===== config.mk =====
export PLATFORM = sky130hd
export DESIGN_NAME = branch_sequencer
export DESIGN_NICKNAME = d
export VERILOG_FILES = /design/src/rtl/branch_seq_pkg.sv /design/src/rtl/branch_seq_stack.sv /design/src/rtl/branch_sequencer.sv
export SDC_FILE = /design/constraint.sdc
export NUM_CORES = 1
export LEC_CHECK = 0
export BUFFER_PORTS_ARGS = -buffer_cell sky130_fd_sc_hd__buf_2
export CORE_MARGIN = 1
export CORE_UTILIZATION = 45
export DETAILED_ROUTE_END_ITERATION = 10
export SETUP_SLACK_MARGIN = 0.02
export SYNTH_ARGS = -nofsm -noshare
export SYNTH_HDL_FRONTEND = slang
export SYNTH_SLANG_ARGS = --single-unit

===== constraint.sdc =====
create_clock -name clk -period 6.95 [get_ports clk]
set_input_delay 0 -clock clk [delete_from_list [all_inputs] [get_ports clk]]
set_output_delay 0 -clock clk [all_outputs]
set_load 0.02 [all_outputs]

===== src/rtl/branch_seq_pkg.sv =====
// Shared opcode encodings, sequencer state type and field widths for the branch sequencer.
package branch_seq_pkg;

  localparam int OPC_W = 5;

  localparam logic [OPC_W-1:0] OP_JMP  = 5'b00001;
  localparam logic [OPC_W-1:0] OP_BEQ  = 5'b00010;
  localparam logic [OPC_W-1:0] OP_BNE  = 5'b00011;
  localparam logic [OPC_W-1:0] OP_CALL = 5'b00100;
  localparam logic [OPC_W-1:0] OP_RET  = 5'b00101;
  localparam logic [OPC_W-1:0] OP_BLT  = 5'b00110;
  localparam logic [OPC_W-1:0] OP_HALT = 5'b00111;

  typedef enum logic [1:0] {
    ST_RUN   = 2'd0,
    ST_HALT  = 2'd1,
    ST_FAULT = 2'd2
  } seq_state_t;

endpackage


===== src/rtl/branch_seq_stack.sv =====
// Return-address LIFO: pushes and pops take effect on the clock edge; the top entry is read combinationally.
// Pushes while full and pops while empty are dropped, so the caller owns the fault reporting.
module branch_seq_stack #(
  parameter int PC_W        = 5,
  parameter int STACK_DEPTH = 16
) (
  input  logic                             clk,
  input  logic                             reset,
  input  logic                             push,
  input  logic                             pop,
  input  logic [PC_W-1:0]                  push_data,
  output logic [PC_W-1:0]                  top_data,
  output logic                             full,
  output logic                             empty,
  output logic [$clog2(STACK_DEPTH+1)-1:0] level
);

  localparam int LVL_W = $clog2(STACK_DEPTH + 1);
  localparam int IDX_W = $clog2(STACK_DEPTH);

  logic [PC_W-1:0]  mem [STACK_DEPTH];
  logic [IDX_W-1:0] wr_idx;
  logic [IDX_W-1:0] top_idx;

  assign wr_idx   = IDX_W'(level);
  assign top_idx  = IDX_W'(level - LVL_W'(1));
  assign top_data = mem[top_idx];
  assign full     = (level == LVL_W'(STACK_DEPTH));
  assign empty    = (level == '0);

  always_ff @(posedge clk or posedge reset) begin
    if (reset) begin
      level <= '0;
    end else if (push && !full) begin
      level <= level + LVL_W'(1);
    end else if (pop && !empty) begin
      level <= level - LVL_W'(1);
    end
  end

  // Contents need no reset: nothing is read until a push has written it.
  always_ff @(posedge clk) begin
    if (push && !full) begin
      mem[wr_idx] <= push_data;
    end
  end

endmodule


===== src/rtl/branch_sequencer.sv =====
// Next-PC sequencer (jump/branch/call/return, HALT/resume, sticky FAULT); one-cycle latency, accepts while RUN.
// Optional BLT opcode enabled by defining BRANCH_SEQUENCER_BLT_EN; otherwise opcode 00110 falls through to pc+1.
module branch_sequencer
  import branch_seq_pkg::*;
#(
  parameter int PC_W        = 5,
  parameter int DATA_W      = 5,
  parameter int INSTR_W     = 19,
  parameter int STACK_DEPTH = 16
) (
  input  logic                             clk,
  input  logic                             reset,
  input  logic                             instr_valid,
  input  logic [INSTR_W-1:0]               instr,
  input  logic [PC_W-1:0]                  pc,
  input  logic [DATA_W-1:0]                r1,
  input  logic [DATA_W-1:0]                r2,
  input  logic                             resume,
  output logic [PC_W-1:0]                  updatedpc,
  output logic                             pc_valid,
  output logic [INSTR_W-1:0]               instructions,
  output logic [$clog2(STACK_DEPTH+1)-1:0] stack_level,
  output logic                             halted,
  output logic                             fault
);

  seq_state_t       state;
  seq_state_t       next_state;
  logic [OPC_W-1:0] opcode;
  logic [PC_W-1:0]  tgt;
  logic [PC_W-1:0]  inc;
  logic [PC_W-1:0]  next_pc;
  logic [PC_W-1:0]  ret_addr;
  logic             accept;
  logic             do_push;
  logic             do_pop;
  logic             stk_full;
  logic             stk_empty;

  assign opcode = instr[INSTR_W-1 -: OPC_W];
  assign tgt    = instr[PC_W-1:0];
  assign inc    = pc + PC_W'(1);
  assign accept = instr_valid && (state == ST_RUN);

  always_comb begin
    next_pc    = inc;
    next_state = ST_RUN;
    do_push    = 1'b0;
    do_pop     = 1'b0;
    case (opcode)
      OP_JMP: next_pc = tgt;
      OP_BEQ: next_pc = (r1 == r2) ? tgt : inc;
      OP_BNE: next_pc = (r1 != r2) ? tgt : inc;
      OP_CALL: begin
        if (stk_full) begin
          next_pc    = updatedpc;
          next_state = ST_FAULT;
        end else begin
          next_pc = tgt;
          do_push = accept;
        end
      end
      OP_RET: begin
        if (stk_empty) begin
          next_pc    = updatedpc;
          next_state = ST_FAULT;
        end else begin
          next_pc = ret_addr;
          do_pop  = accept;
        end
      end
`ifdef BRANCH_SEQUENCER_BLT_EN
      OP_BLT: next_pc = (r1 < r2) ? tgt : inc;
`endif
      OP_HALT: begin
        next_pc    = pc;
        next_state = ST_HALT;
      end
      default: next_pc = inc;
    endcase
  end

  branch_seq_stack #(
    .PC_W        (PC_W),
    .STACK_DEPTH (STACK_DEPTH)
  ) u_stack (
    .clk       (clk),
    .reset     (reset),
    .push      (do_push),
    .pop       (do_pop),
    .push_data (inc),
    .top_data  (ret_addr),
    .full      (stk_full),
    .empty     (stk_empty),
    .level     (stack_level)
  );

  always_ff @(posedge clk or posedge reset) begin
    if (reset) begin
      state        <= ST_RUN;
      updatedpc    <= '0;
      pc_valid     <= 1'b0;
      instructions <= '0;
      halted       <= 1'b0;
      fault        <= 1'b0;
    end else begin
      pc_valid <= 1'b0;
      case (state)
        ST_RUN: begin
          if (instr_valid) begin
            pc_valid     <= 1'b1;
            instructions <= instr;
            updatedpc    <= next_pc;
            state        <= next_state;
            halted       <= (next_state == ST_HALT);
            fault        <= (next_state == ST_FAULT);
          end
        end
        ST_HALT: begin
          // Restart from the instruction after the HALT.
          if (resume) begin
            state     <= ST_RUN;
            halted    <= 1'b0;
            updatedpc <= updatedpc + PC_W'(1);
            pc_valid  <= 1'b1;
          end
        end
        default: ;
      endcase
    end
  end

endmodule

==> metrics.cfg <==
[cells_and_area]
finalInstanceArea_um2 = 6450
drive_gt1_share_pct = 27.8
final_nets = 521
final_common_cell = edfxtp_1
areaGrowthSynthToFinish_pct = 24.9
n_antenna_cell = 0
fin_util_pct = 58.7
final_cell_mix = edfxtp_1, nand2_1, buf_2

[critical_path]
path_cells = buf_4 -> inv_1 -> ha_1 -> mux4_2 -> mux4_2 -> nor2b_1 -> a221o_1 -> a221o_1
required_ns = 7.25
cpMaxStageDelayCell = ha_1
crit_path_end_kind = register
crit_start = u_stack.level[0]
cpPeakStageDelay_ns = 0.90
crit_type = reg -> reg
worstPathArrival_ns = 3.79
crit_fanout = 27
r2r_start = u_stack.level[0]
start_kind = register

[sta]
skew_ns = 0.00659
setup_tns_ns = 0
fmax_ghz = 0.286
hold_violations = 0
period_needed_ns = 3.49
grt_setup_unrepaired = no
worst_hold_slack_ns = 0.0774
slew_headroom_pct = 32.2
finalCritPeriodShare_pct = 50.2
setup_viol = 0
tightest_slew_ns = 1.01
final_max_slew_viol_count = 0

[job]
max_cap_violations = 0

[clock_tree]
clkSlewWorstSetupHoldPaths_ns = 0.05
clk-insertion-delay-late_ns = 0.41
cts_resized = 0
h-tree-depth = 4
cts_made_buffers = 17
cts_sinks = 114
cts_buffer_depth = 2
cts_root_buf = clkbuf_16
cts_tree = done
post-cts-setup-buffer-count = 0

[logic_synthesis]
synth_edf_count = 80
ys_warn_count = 0
synth_top_area_share_pct = 46.5
yosys-top-cells-area = edfxtp_1, dfrtp_1, mux4_2
ys_seq_area_share_pct = 63.0
syn_inst = 378
synth_cell_type_count = 51
syn_area_um2 = 5160
syn-num-nets = 423
synth_area_per_cell_um2 = 13.7
synth_top_area_cell = edfxtp_1
synth-main-ff-cell = edfxtp_1
ys_async_sr_fraction_pct = 29.8
synth_seq_cells = 114

[global_route]
grt_max_degree = 35
grt_pass1_vias = 3408
antenna_found_initial = 0
grt_util_all_layers_pct = 21.7
grt_overflow = 0
grt_pass1_wl_um = 18100

[floorplan]
die-area_um2 = 11900
die_h_um = 109
start_util_pct = 47.0
io_pins = 70
fp.dieW_um = 109
row_count = 38
core_area_um2 = 11000

[power_and_ir_drop]
p_per_area_nw_per_um2 = 344
p_leak_nw = 2.58
max-vdd-ir-drop_mv = 0.280

[placement]
port_buffers = 69
place_area_um2 = 5650
place_congestion = 0.840
dp_hpwl_um = 7840

[routing]
initialDrtViolationCount = 212
dr.pass1.iters = 4
wl_um = 11600
vias = 3434
ant_nets = 0
route.detailed.drc = 0
wl_per_cell_um = 18.5
via_per_inst = 5.46

[hold_path]
hp-start = pc[0]
min-delay-path-class = in -> reg

[run_status]
status = finished clean

==> repair_timing <==
item                                   CTS  global route
hold buffers                            21             0
setup endpoints to repair                0             0
endpoints found under the hold margin   59             0
==> worst paths after layout <==
check                      cells past startpoint                to  slack, ns
setup reg to reg                               8      updatedpc[0]       3.46
hold / removal                                 4      updatedpc[0]       0.08
setup / recovery                               8      updatedpc[0]       3.46
min in group asynchronous                      4  instructions[11]       0.23
hold reg to reg                                2   instructions[2]       0.47
max in group asynchronous                      4   instructions[0]       6.40
==> where the power goes <==
part           switching, mW  leakage [nW]  internal, mW  total, mW
Sequential            0.0381          1.14         0.765      0.803
Combinational          0.307          1.16         0.258      0.565
Clock                  0.319         0.278         0.529      0.848
==> metrics by stage <==
| stage | total power [mW] | worst slack (ns) | std cells |
|---|---|---|---|
| after floorplan | 1.24 | 3.66 | 378 |
| after global placement | 1.36 | 3.53 | 576 |
| after detailed placement | 1.38 | 3.43 | 576 |
| after CTS | 2.24 | 3.41 | 629 |
| after global routing | 2.31 | 3.24 | 629 |
| final | 2.22 | 3.46 | 629 |
==> synth_stat cells (all sizes together) (2+ instances only) <==
library cell and number:
inv 9, xnor2 5, ha 7, mux2i 9, dfrtp 34, buf 10
nor2b 3, or2 2, mux4 21, a211oi 2, clkbuf 5, nor2 26
a21oi 9, nand4 4, a21boi 2, a31oi 3, o221ai 2, nor4 2
nor3 5, nand3 10, or3 5, xor2 12, nor4b 2, nand2 72
a221o 3, a21o 2, nand2b 4, o311ai 2, o22ai 2, edfxtp 80
or4b 2, o21ai 10, and2 2
==> sequential cells by signal, summed over array words and instances, names as in the netlist <==
| signal | count |
|---|---|
| instructions | 19 |
| state | 2 |
| u_stack.mem | 80 |
| halted | 1 |
| updatedpc | 5 |
| pc_valid | 1 |
| u_stack.level | 5 |
| fault | 1 |
==> routing by layer <==
metal  vias to the layer above  part of all wire (%)  track usage (%)
li1                       1609                     -                -
met1                      1699                    44             27.5
met2                       113                    49             34.9
met3                        13                   6.3             5.92
met4                         0                   1.5             9.65
met5                         -                     0                0
==> cell type report <==
type,instances,area [um2]
Tap cell,140,175
Inverter,9,33.8
Multi-Input combinational cell,240,1820
Clock inverter,15,158
Timing Repair Buffer,94,586
Fill cell,879,4540
Sequential cell,114,3250
Clock buffer,17,425
==> critical path: cells and delay by family (launching register included) <==
kind	cells	cell delay [ns]
buffers and inverters	2	0.56
and+or+nand+nor	1	0.14
adders and majority gates	1	0.90
DFF	1	0.33
AOI/OAI and AO/OA	2	0.54
muxes	2	0.90
==> cells by family after synthesis <==
logic type               after synthesis  share of synthesized area (%)
AND/OR/NAND/NOR                      142                           13.0
adder cells (fa/ha/maj)                7                           1.70
buffers and inverters                 24                           2.16
flip-flops                           114                           63.0
multiplexers                          31                           11.2
XOR/XNOR                              17                           3.03
AO/OA/AOI/OAI                         43                           5.89
Note: power is estimated with default switching activity, not from simulation.
